## src/rtl/lht_access_scheduler_if.sv

```systemverilog
// Bundle of lookup, update and RAM-side signals for the LHT access scheduler.
// slave is the scheduler's view; master is the surrounding pipeline/RAM view.
interface lht_access_scheduler_if #(
    parameter int IDX_W  = 10,
    parameter int HIST_W = 10,
    parameter int QDEPTH = 4
);
    localparam int CNT_W = $clog2(QDEPTH) + 1;

    logic              lk_valid;
    logic [31:0]       lk_pc;
    logic              lk_ready;
    logic              lk_hist_valid;
    logic [HIST_W-1:0] lk_hist;
    logic              up_valid;
    logic [31:0]       up_pc;
    logic              up_taken;
    logic              up_ready;
    logic [CNT_W-1:0]  q_count;
    logic              init_busy;
    logic              mem_en;
    logic              mem_we;
    logic [IDX_W-1:0]  mem_addr;
    logic [HIST_W-1:0] mem_wdata;
    logic [HIST_W-1:0] mem_rdata;

    modport slave (
        input  lk_valid, lk_pc, up_valid, up_pc, up_taken, mem_rdata,
        output lk_ready, lk_hist_valid, lk_hist, up_ready, q_count, init_busy,
               mem_en, mem_we, mem_addr, mem_wdata
    );

    modport master (
        output lk_valid, lk_pc, up_valid, up_pc, up_taken, mem_rdata,
        input  lk_ready, lk_hist_valid, lk_hist, up_ready, q_count, init_busy,
               mem_en, mem_we, mem_addr, mem_wdata
    );
endinterface

```

## src/rtl/lht_access_scheduler.sv

```systemverilog
// Local history table access scheduler: owns the single RAM port and
// interleaves the post-reset fill, fetch lookups and queued read-modify-write
// history updates, with a starvation bound on pending updates.
module lht_access_scheduler #(
    parameter int IDX_W      = 10,
    parameter int HIST_W     = 10,
    parameter int QDEPTH     = 4,
    parameter int STARVE_MAX = 3
) (
    input  logic                  clk,
    input  logic                  rst,
    lht_access_scheduler_if.slave bus
);
    localparam int PTR_W = $clog2(QDEPTH);
    localparam int CNT_W = PTR_W + 1;
    localparam int STV_W = (STARVE_MAX > 0) ? $clog2(STARVE_MAX + 1) : 1;
    localparam logic [CNT_W-1:0] QDEPTH_C     = CNT_W'(QDEPTH);
    localparam logic [STV_W-1:0] STARVE_MAX_C = STV_W'(STARVE_MAX);

    typedef enum logic [1:0] {ST_INIT, ST_RUN, ST_UPD_WR} state_t;

    state_t             state_q, state_d;
    logic [IDX_W-1:0]   sweep_q, sweep_d;
    logic [STV_W-1:0]   starve_q, starve_d;
    logic [PTR_W-1:0]   wr_ptr_q, rd_ptr_q;
    logic [CNT_W-1:0]   count_q;
    logic               lk_pend_q;
    logic [HIST_W-1:0]  lk_hold_q;
    logic [IDX_W-1:0]   fifo_idx_q [QDEPTH];
    logic               fifo_tkn_q [QDEPTH];

    logic               push, pop, accept, up_ready_c, lk_ready_c;
    logic               mem_en_c, mem_we_c;
    logic [IDX_W-1:0]   mem_addr_c;
    logic [HIST_W-1:0]  mem_wdata_c;
    logic [IDX_W-1:0]   head_idx;
    logic               head_tkn;

    // Only the table index bits of each PC and the shifted-out history bit matter.
    logic unused_bits;
    assign unused_bits = ^{bus.lk_pc[31:IDX_W+2], bus.lk_pc[1:0],
                           bus.up_pc[31:IDX_W+2], bus.up_pc[1:0],
                           bus.mem_rdata[HIST_W-1]};

    assign head_idx = fifo_idx_q[rd_ptr_q];
    assign head_tkn = fifo_tkn_q[rd_ptr_q];

    // Per-slot FIFO storage; slots are overwritten on push, emptiness is tracked by count.
    generate
        for (genvar gi = 0; gi < QDEPTH; gi++) begin : g_slot
            // Capture the update index and direction into this slot when it is the write target.
            always_ff @(posedge clk) begin
                if (push && (wr_ptr_q == PTR_W'(gi))) begin
                    fifo_idx_q[gi] <= bus.up_pc[IDX_W+1:2];
                    fifo_tkn_q[gi] <= bus.up_taken;
                end
            end
        end
    endgenerate

    // Arbitration, RAM command generation and next-state; reset masks every command at once.
    always_comb begin
        state_d     = state_q;
        sweep_d     = sweep_q;
        starve_d    = starve_q;
        pop         = 1'b0;
        accept      = 1'b0;
        lk_ready_c  = 1'b0;
        mem_en_c    = 1'b0;
        mem_we_c    = 1'b0;
        mem_addr_c  = '0;
        mem_wdata_c = '0;
        up_ready_c  = (state_q != ST_INIT) && (count_q < QDEPTH_C);
        case (state_q)
            ST_INIT: begin
                mem_en_c    = 1'b1;
                mem_we_c    = 1'b1;
                mem_addr_c  = sweep_q;
                mem_wdata_c = '1;
                sweep_d     = sweep_q + 1'b1;
                if (sweep_q == '1) state_d = ST_RUN;
            end
            ST_RUN: begin
                if ((count_q != '0) && (!bus.lk_valid || starve_q == STARVE_MAX_C)) begin
                    mem_en_c   = 1'b1;
                    mem_addr_c = head_idx;
                    starve_d   = '0;
                    state_d    = ST_UPD_WR;
                end else if (bus.lk_valid) begin
                    lk_ready_c = 1'b1;
                    accept     = 1'b1;
                    mem_en_c   = 1'b1;
                    mem_addr_c = bus.lk_pc[IDX_W+1:2];
                    if ((count_q != '0) && (starve_q != STARVE_MAX_C))
                        starve_d = starve_q + 1'b1;
                end
            end
            ST_UPD_WR: begin
                mem_en_c    = 1'b1;
                mem_we_c    = 1'b1;
                mem_addr_c  = head_idx;
                mem_wdata_c = {bus.mem_rdata[HIST_W-2:0], head_tkn};
                pop         = 1'b1;
                state_d     = ST_RUN;
            end
            default: state_d = ST_INIT;
        endcase
        push = bus.up_valid && up_ready_c;
        if (rst) begin
            push        = 1'b0;
            pop         = 1'b0;
            accept      = 1'b0;
            lk_ready_c  = 1'b0;
            up_ready_c  = 1'b0;
            mem_en_c    = 1'b0;
            mem_we_c    = 1'b0;
            mem_addr_c  = '0;
            mem_wdata_c = '0;
        end
    end

    // State, queue bookkeeping and lookup-return registers.
    always_ff @(posedge clk) begin
        if (rst) begin
            state_q   <= ST_INIT;
            sweep_q   <= '0;
            starve_q  <= '0;
            wr_ptr_q  <= '0;
            rd_ptr_q  <= '0;
            count_q   <= '0;
            lk_pend_q <= 1'b0;
            lk_hold_q <= '0;
        end else begin
            state_q   <= state_d;
            sweep_q   <= sweep_d;
            starve_q  <= starve_d;
            lk_pend_q <= accept;
            if (push) wr_ptr_q <= wr_ptr_q + 1'b1;
            if (pop)  rd_ptr_q <= rd_ptr_q + 1'b1;
            if (push && !pop)      count_q <= count_q + 1'b1;
            else if (pop && !push) count_q <= count_q - 1'b1;
            if (lk_pend_q) lk_hold_q <= bus.mem_rdata;
        end
    end

    assign bus.lk_ready      = lk_ready_c;
    assign bus.up_ready      = up_ready_c;
    assign bus.mem_en        = mem_en_c;
    assign bus.mem_we        = mem_we_c;
    assign bus.mem_addr      = mem_addr_c;
    assign bus.mem_wdata     = mem_wdata_c;
    assign bus.q_count       = rst ? '0 : count_q;
    assign bus.init_busy     = rst || (state_q == ST_INIT);
    assign bus.lk_hist_valid = lk_pend_q && !rst;
    assign bus.lk_hist       = rst ? '0 : (lk_pend_q ? bus.mem_rdata : lk_hold_q);
endmodule

```

## src/flat_wrapper.sv

```systemverilog
// flat-port wrapper written by rule: the top's interface ports become plain ports
module lht_access_scheduler_flat 
#(
    parameter int IDX_W      = 10,
    parameter int HIST_W     = 10,
    parameter int QDEPTH     = 4,
    parameter int STARVE_MAX = 3
)
  (clk, rst, bus_lk_valid, bus_lk_pc, bus_up_valid, bus_up_pc, bus_up_taken, bus_mem_rdata, bus_lk_ready, bus_lk_hist_valid, bus_lk_hist, bus_up_ready, bus_q_count, bus_init_busy, bus_mem_en, bus_mem_we, bus_mem_addr, bus_mem_wdata);
  lht_access_scheduler_if #(.IDX_W(IDX_W), .HIST_W(HIST_W), .QDEPTH(QDEPTH)) bus_i ();
  input  logic clk;
  input  logic rst;
  input wire logic [$bits(bus_i.lk_valid)-1:0] bus_lk_valid;
  input wire logic [$bits(bus_i.lk_pc)-1:0] bus_lk_pc;
  input wire logic [$bits(bus_i.up_valid)-1:0] bus_up_valid;
  input wire logic [$bits(bus_i.up_pc)-1:0] bus_up_pc;
  input wire logic [$bits(bus_i.up_taken)-1:0] bus_up_taken;
  input wire logic [$bits(bus_i.mem_rdata)-1:0] bus_mem_rdata;
  output wire logic [$bits(bus_i.lk_ready)-1:0] bus_lk_ready;
  output wire logic [$bits(bus_i.lk_hist_valid)-1:0] bus_lk_hist_valid;
  output wire logic [$bits(bus_i.lk_hist)-1:0] bus_lk_hist;
  output wire logic [$bits(bus_i.up_ready)-1:0] bus_up_ready;
  output wire logic [$bits(bus_i.q_count)-1:0] bus_q_count;
  output wire logic [$bits(bus_i.init_busy)-1:0] bus_init_busy;
  output wire logic [$bits(bus_i.mem_en)-1:0] bus_mem_en;
  output wire logic [$bits(bus_i.mem_we)-1:0] bus_mem_we;
  output wire logic [$bits(bus_i.mem_addr)-1:0] bus_mem_addr;
  output wire logic [$bits(bus_i.mem_wdata)-1:0] bus_mem_wdata;
  assign bus_i.lk_valid = bus_lk_valid;
  assign bus_i.lk_pc = bus_lk_pc;
  assign bus_i.up_valid = bus_up_valid;
  assign bus_i.up_pc = bus_up_pc;
  assign bus_i.up_taken = bus_up_taken;
  assign bus_i.mem_rdata = bus_mem_rdata;
  assign bus_lk_ready = bus_i.lk_ready;
  assign bus_lk_hist_valid = bus_i.lk_hist_valid;
  assign bus_lk_hist = bus_i.lk_hist;
  assign bus_up_ready = bus_i.up_ready;
  assign bus_q_count = bus_i.q_count;
  assign bus_init_busy = bus_i.init_busy;
  assign bus_mem_en = bus_i.mem_en;
  assign bus_mem_we = bus_i.mem_we;
  assign bus_mem_addr = bus_i.mem_addr;
  assign bus_mem_wdata = bus_i.mem_wdata;
  lht_access_scheduler #(.IDX_W(IDX_W), .HIST_W(HIST_W), .QDEPTH(QDEPTH), .STARVE_MAX(STARVE_MAX)) u_core (.clk(clk), .rst(rst), .bus(bus_i));
endmodule
```

## config.mk

```make
export PLATFORM = sky130hd
export DESIGN_NAME = lht_access_scheduler_flat
export DESIGN_NICKNAME = d
export VERILOG_FILES = /design/src/rtl/lht_access_scheduler_if.sv /design/src/rtl/lht_access_scheduler.sv /design/src/flat_wrapper.sv
export SDC_FILE = /design/constraint.sdc
export NUM_CORES = 1
export LEC_CHECK = 0
export BUFFER_PORTS_ARGS = -buffer_cell sky130_fd_sc_hd__clkbuf_2
export CORE_AREA = 8 8 102 104
export CTS_CLUSTER_SIZE = 40
export DETAILED_ROUTE_END_ITERATION = 16
export DIE_AREA = 0 0 110 112
export HOLD_SLACK_MARGIN = 0.15
export PLACE_DENSITY_LB_ADDON = 0.3
export SETUP_SLACK_MARGIN = 0.5
export SLEW_MARGIN = 5
export SYNTH_ARGS = -nofsm -noshare
export SYNTH_HDL_FRONTEND = slang
export SYNTH_SLANG_ARGS = --single-unit
```

## constraint.sdc

```tcl
create_clock -name clk -period 2.8 [get_ports clk]
set_input_delay 0.28 -clock clk [delete_from_list [all_inputs] [get_ports clk]]
set_output_delay 0.28 -clock clk [all_outputs]
set_load 0.01 [all_outputs]
```

==> results.py, run 1 <==
metrics = {
    "sta": {
        "tightest_slew_ps": 615,
        "final_max_slew_viol_count": 0,
        "skew_ps": 9.66,
        "hold_slack_ps": 216,
        "final_hold_viol_count": 0,
        "post-route-period-util": 0.826,
        "final.min_clock_period_ps": 2310,
        "rsz0062_at_grt": "true",
        "tns_ps": 0,
        "setup_viol": 0,
        "slew_headroom": 0.590,
        "max_freq_mhz": 432,
    },
    "grt": {
        "grt_max_degree": 34,
        "grt_pass1_wl_um": 12000,
        "grt_usage": 0.127,
        "grt_pass1_vias": 2395,
        "antenna_found_initial": 0,
        "gr-total-overflow": 0,
    },
    "die": {
        "dieHeight_um": 112,
        "core.rowCount": 35,
        "boundaryPins": 118,
        "die_x_um": 110,
        "dieArea_um2": 12300,
        "initial_core_util": 0.383,
        "coreArea_um2": 8890,
    },
    "yosys": {
        "syn_area_um2": 3400,
        "avgSynthCellArea_um2": 12.8,
        "ys_types": 40,
        "synth-edff-count": 44,
        "ys_seq_area_frac": 0.588,
        "ys_ff_latch": 78,
        "synth-async-reset-ratio": 0,
        "synth_nets": 353,
        "ys_warn_count": 0,
        "synth_cells": 266,
        "synth_top_flop_cell": "edfxtp_1",
    },
    "place": {
        "portBuffers": 73,
        "placed_area_um2": 3890,
        "dp.final_hpwl_um": 5350,
        "gp_congestion": 0.791,
    },
    "route": {
        "dr.pass1.iters": 6,
        "wl_per_cell_um": 16.5,
        "vias_per_cell": 4.99,
        "finalWirelength_um": 7970,
        "drt_iter0_markers": 148,
        "ant_nets": 0,
        "drcViolationCount": 0,
        "num_vias": 2409,
    },
    "power_and_ir_drop": {
        "internal-power_w": 0.00169,
        "p_comb_frac": 0.050,
        "vdd_drop_max_uv": 401,
        "power_leakage_nw": 1.73,
        "switching_share": 0.237,
        "sequentialPowerShare": 0.545,
        "power.clock.fraction": 0.404,
        "p_switching_w": 0.000525,
        "p_per_area_nw_per_um2": 501,
    },
    "outcome": {
        "status": "finished clean",
    },
    "final_layout": {
        "antenna_cells": 0,
        "fillers": 769,
        "register_area_um2": 2020,
        "utilization": 0.498,
        "drive_gt1_frac": 0.374,
        "final_area_um2": 4430,
        "area_growth_pct": 30.1,
        "multi_input_area_um2": 1330,
        "nets": 454,
    },
    "clock_tree": {
        "cts_made_buffers": 9,
        "htreeDepth": 3,
        "cts-root-buf": "clkbuf_8",
        "cts_tree": "built",
        "clkTransAtPathRegs_ps": 90,
        "cts.sinks": 78,
        "clock_latency_ps": 350,
        "cts_buffer_depth": 2,
    },
    "critical_path": {
        "critPathKind": "flop to output pin",
        "worstPathRequired_ps": 2520,
        "cp-end-kind": "output pin",
        "r2r_slack_ps": 630,
        "arrival_ps": 2030,
        "start_kind": "flop",
        "worstPathMaxFanout": 6,
    },
    "min_path": {
        "hold_path.class": "primary input to flop",
    },
    "job": {
        "max_cap_violations": 0,
    },
}
layer usage:
| metal | GRT usage | routed length, um |
|---|---|---|
| met4 | 0.0577 | 168 |
| met2 | 0.218 | 4040 |
| met3 | 0.0427 | 647 |
| met5 | 0 | 0 |
| met1 | 0.136 | 3120 |
flip-flops by register name, summed over array words and instances, names as in the netlist, named ones only:
name / count
u_core.count_q: 3
u_core.fifo_idx_q: 40
u_core.fifo_tkn_q: 4
u_core.lk_hold_q: 10
u_core.lk_pend_q: 1
u_core.rd_ptr_q: 2
u_core.starve_q: 2
u_core.state_q: 2
u_core.sweep_q: 10
u_core.wr_ptr_q: 2
cell families (layout without fill, tap and decap cells):
kind of cell / count (synthesis) / in the layout / synth area share
buffers and inverters: 28 / 133 / 0.0357
AOI/OAI and AO/OA: 34 / 35 / 0.0732
DFF: 78 / 78 / 0.588
adders and majority gates: 8 / 8 / 0.0316
and+or+nand+nor: 82 / 82 / 0.129
xor gates and xnor gates: 13 / 13 / 0.0335
muxes: 23 / 23 / 0.108
critical path, stage by stage (launching register included):
cell and delay, ps:
dfxtp_4 390, buf_12 130, mux4_2 510, a222oi_1 420
nor2_1 90, clkbuf_2 140
cells in the mapped netlist (2+ instances only):
| master | n | share of area |
|---|---|---|
| and2_1 | 4 | 0.0074 |
| nor2_1 | 37 | 0.041 |
| a31oi_1 | 2 | 0.0037 |
| or2_2 | 2 | 0.0037 |
| nand2_1 | 11 | 0.012 |
| nor3_1 | 4 | 0.0059 |
| xnor2_1 | 5 | 0.013 |
| buf_4 | 2 | 0.0044 |
| xor2_1 | 8 | 0.021 |
| nand2b_1 | 2 | 0.0037 |
| a21oi_1 | 15 | 0.022 |
| inv_1 | 15 | 0.017 |
| nand4_1 | 3 | 0.0055 |
| mux2i_1 | 12 | 0.035 |
| edfxtp_1 | 44 | 0.39 |
| or3_1 | 3 | 0.0055 |
| dfxtp_1 | 34 | 0.20 |
| o21ai_0 | 4 | 0.0059 |
| mux4_2 | 11 | 0.073 |
| ha_1 | 7 | 0.026 |
| a222oi_1 | 10 | 0.029 |
| clkbuf_1 | 8 | 0.0088 |
| nor2b_1 | 6 | 0.011 |
metrics by stage:
step / std cells / total power [W] / worst slack [ps]
after floorplan: 266 / 0.00128 / 621
after global placement: 443 / 0.00134 / 487
after detailed placement: 443 / 0.00134 / 450
after CTS: 476 / 0.00225 / 415
after global routing: 483 / 0.00230 / 429
final: 483 / 0.00222 / 488
layout make-up:
cell class	count	area share
clock inverter	7	0.0201
sequential	78	0.456
multi-input combinational	161	0.300
clock buffer	9	0.0280
inverter	15	0.0127
timing repair buffer	102	0.151
tap	111	0.0314
worst paths after layout:
path / startpoint / to / cells after the start
setup / recovery: flop / bus_mem_addr[7] / 5
hold / removal: bus_mem_rdata[9] / u_core.lk_hold_q[9] / 3
setup reg to reg: u_core.count_q[2] / u_core.count_q[2] / 8
hold reg to reg: u_core.starve_q[0] / u_core.starve_q[0] / 2
layout by cell type, fill, tap and decap left out, types with 2 or more instances in the layout:
| master | Yosys | layout |
|---|---|---|
| mux4_2 | 11 | 11 |
| buf_2 | 1 | 4 |
| dlygate4sd3_1 | 0 | 11 |
| nor2b_1 | 6 | 5 |
| clkbuf_2 | 0 | 69 |
| a31oi_1 | 2 | 2 |
| dfxtp_1 | 34 | 27 |
| inv_8 | 0 | 3 |
| nand2_1 | 11 | 11 |
| dfxtp_2 | 0 | 3 |
| xnor2_1 | 5 | 5 |
| inv_6 | 0 | 2 |
| xor2_1 | 8 | 8 |
| a222oi_1 | 10 | 10 |
| or3_1 | 3 | 3 |
| edfxtp_1 | 44 | 44 |
| buf_4 | 2 | 11 |
| nand4_1 | 3 | 3 |
| mux2i_1 | 12 | 12 |
| inv_1 | 15 | 15 |
| nor2_1 | 37 | 37 |
| and2_1 | 4 | 4 |
| a21oi_1 | 15 | 15 |
| buf_12 | 0 | 2 |
| o21ai_0 | 4 | 4 |
| dfxtp_4 | 0 | 4 |
| nor3_1 | 4 | 3 |
| buf_6 | 1 | 4 |
| clkbuf_8 | 0 | 9 |
| ha_1 | 7 | 6 |
what timing repair did:
item / in CTS / in global routing
endpoints found under the setup margin: 11 / 12
hold endpoints to repair: 44 / 0
setup buffers: 5 / 5
pin swaps: 3 / 15
hold buffers: 11 / 0
cloned: 1 / 2
resized for setup: 14 / 22
power by group through the flow:
stage | Combinational [W] | Sequential, W | Clock [W]
after detailed placement | 0.0000962 | 0.00124 | 0
after floorplan | 0.0000430 | 0.00124 | 0
after global placement | 0.0000943 | 0.00124 | 0
after global routing | 0.000122 | 0.00121 | 0.000970
after CTS | 0.000110 | 0.00121 | 0.000926
final | 0.000111 | 0.00121 | 0.000897
Note: power is estimated with default switching activity, not from simulation.
==> inputs of run 2 (changes only) <==
Clock period 2.8 ns to 2.2 ns, I/O delays scaled along.
==> run 2 against run 1 <==
Effect of this change:
- the run now ends with negative setup slack left
- clock power is 26% higher
- cell count is 3.5% higher
- non-clock buffer count up 18
- sequential share of layout area fell by 2.1 points
- design area up 4.9%
- critical path type unchanged
- critical endpoint is now bus_mem_addr[4]
- largest cell class unchanged
- largest power group unchanged
- highest routed layer unchanged
==> results.py, run 2 (synthesized netlist as in run 1, its figures left out) <==
metrics = {
    "power_and_ir_drop": {
        "p_switching_w": 0.000664,
        "switching_share": 0.235,
        "power.clock.fraction": 0.401,
        "sequentialPowerShare": 0.546,
        "internal-power_w": 0.00216,
        "p_comb_frac": 0.053,
        "vdd_drop_max_uv": 602,
        "power_leakage_nw": 1.84,
        "p_per_area_nw_per_um2": 607,
    },
    "critical_path": {
        "worstPathMaxFanout": 6,
        "cpPeakStageDelay_ps": 400,
        "ff2ff_path_depth": 8,
        "r2r-end": "u_core.count_q[2]",
        "worstPathRequired_ps": 1980,
        "critPathKind": "flop to output pin",
        "crit_chain": "or3_4, a211oi_4, buf_6, buf_4, a222oi_1, nor2_1, buf_2",
        "cp_slowest_cell": "or3_4",
        "critical_path_buf_inv_count": 3,
        "crit_family": "simple AND/OR/NAND/NOR gates",
        "start_kind": "flop",
        "cp_num_cells": 7,
        "reg2reg_from": "u_core.count_q[2]",
        "cp-end-kind": "output pin",
        "r2r_slack_ps": 190,
        "arrival_ps": 2000,
    },
    "sta": {
        "tns_ps": -39.5,
        "setup_slack_ps": -22.0,
        "max_freq_mhz": 450,
        "final.min_clock_period_ps": 2220,
        "final_hold_viol_count": 0,
        "setup_viol": 2,
        "skew_ps": 8.55,
        "tightest_slew_ps": 371,
        "hold_slack_ps": 155,
        "slew_headroom": 0.753,
        "post-route-period-util": 1.01,
        "rsz0062_at_grt": "true",
        "final_max_slew_viol_count": 0,
    },
    "grt": {
        "grt_max_degree": 23,
        "gr-total-overflow": 0,
        "grt_pass1_wl_um": 12600,
        "antenna_found_initial": 0,
        "grt_usage": 0.132,
        "grt_pass1_vias": 2604,
    },
    "final_layout": {
        "area_growth_pct": 36.6,
        "final_common_cell": "clkbuf_2",
        "mostFrequentLayoutCells": "64 x clkbuf_2, 44 x edfxtp_1, 36 x nor2_1",
        "largest_register_ffs": 40,
        "antenna_cells": 0,
        "drive_gt1_frac": 0.442,
        "reg_top3": "u_core.fifo_idx_q x40, u_core.lk_hold_q x10, u_core.sweep_q x10",
        "final_area_um2": 4650,
        "nets": 471,
        "utilization": 0.523,
        "top_register": "u_core.fifo_idx_q",
    },
    "place": {
        "portBuffers": 73,
        "placed_area_um2": 3970,
        "dp.final_hpwl_um": 5410,
        "gp_congestion": 0.782,
    },
    "clock_tree": {
        "cts.sinks": 78,
        "htreeDepth": 3,
        "cts_tree": "built",
        "cts_buffer_depth": 2,
        "clock_latency_ps": 350,
        "cts-root-buf": "clkbuf_8",
        "cts_made_buffers": 9,
        "clkTransAtPathRegs_ps": 90,
    },
    "min_path": {
        "hp-start": "bus_mem_rdata[9]",
        "hold_path.class": "primary input to flop",
        "hold_path_depth": 3,
        "whs_endpoint": "u_core.lk_hold_q[9]",
    },
    "die": {
        "initial_core_util": 0.383,
        "coreArea_um2": 8890,
        "dieArea_um2": 12300,
        "die_x_um": 110,
        "boundaryPins": 118,
        "dieHeight_um": 112,
        "core.rowCount": 35,
    },
    "route": {
        "dr.pass1.iters": 4,
        "vias_per_cell": 4.99,
        "finalWirelength_um": 8130,
        "drt_iter0_markers": 101,
        "wl_per_cell_um": 16.3,
        "ant_nets": 0,
        "drcViolationCount": 0,
        "num_vias": 2493,
    },
    "outcome": {
        "violations": "negative setup slack",
        "status": "complete, but fails checks",
    },
    "job": {
        "max_cap_violations": 0,
    },
}
run 2: layout make-up:
type / instances / area, um2
multi-input cells: 160 / 1370
inverters: 15 / 56.3
flip-flops and latches: 78 / 2020
fillers: 786 / 4240
clock buffers: 9 / 124
well taps: 111 / 139
clock inverters: 7 / 88.8
repair buffers: 120 / 847
run 2: worst register-to-register path: stages, from the launching register on:
cell and delay [ps]:
dfxtp_4 350, buf_6 130, nor4b_4 280, ha_2 240
inv_2 40, fa_2 340, xor2_2 150, or3_1 310
a21oi_1 110
run 2: metrics by stage:
step	instances	power, W	setup slack, ps
floorplan	266	0.00163	103
global placement	451	0.00170	184
detailed placement	451	0.00171	173
CTS	492	0.00285	-30.9
global route	500	0.00292	-118
finish	500	0.00282	-22.0
run 2: timing repair:
action | in CTS | in global routing
gates resized for setup | 30 | 35
setup buffers | 12 | 4
pin swaps | 28 | 10
hold buffers | 11 | 0
hold endpoints to repair | 44 | 0
cloned | 2 | 4
setup endpoints to repair | 36 | 69
run 2: worst max-delay path by stage:
stage | from | to
floorplan | u_core.state_q[1] | u_core.count_q[2]
global placement | u_core.state_q[0] | u_core.count_q[2]
detailed placement | u_core.state_q[0] | u_core.count_q[2]
CTS | u_core.count_q[0] | bus_mem_addr[1]
global route | u_core.count_q[0] | bus_mem_addr[1]
finish | u_core.count_q[0] | bus_mem_addr[4]
run 2: power by group through the flow:
stage                     combinational, W  clock [W]  sequential [W]
after detailed placement          0.000126          0         0.00158
after CTS                         0.000148    0.00117         0.00154
final                             0.000149    0.00113         0.00154
after global routing              0.000163    0.00122         0.00154
after floorplan                  0.0000546          0         0.00158
after global placement            0.000122          0         0.00158
run 2: routing by layer:
metal  wire (um)  track usage
met5           0            0
met4         180       0.0477
met3         649       0.0445
met2        4240        0.232
met1        3060        0.139
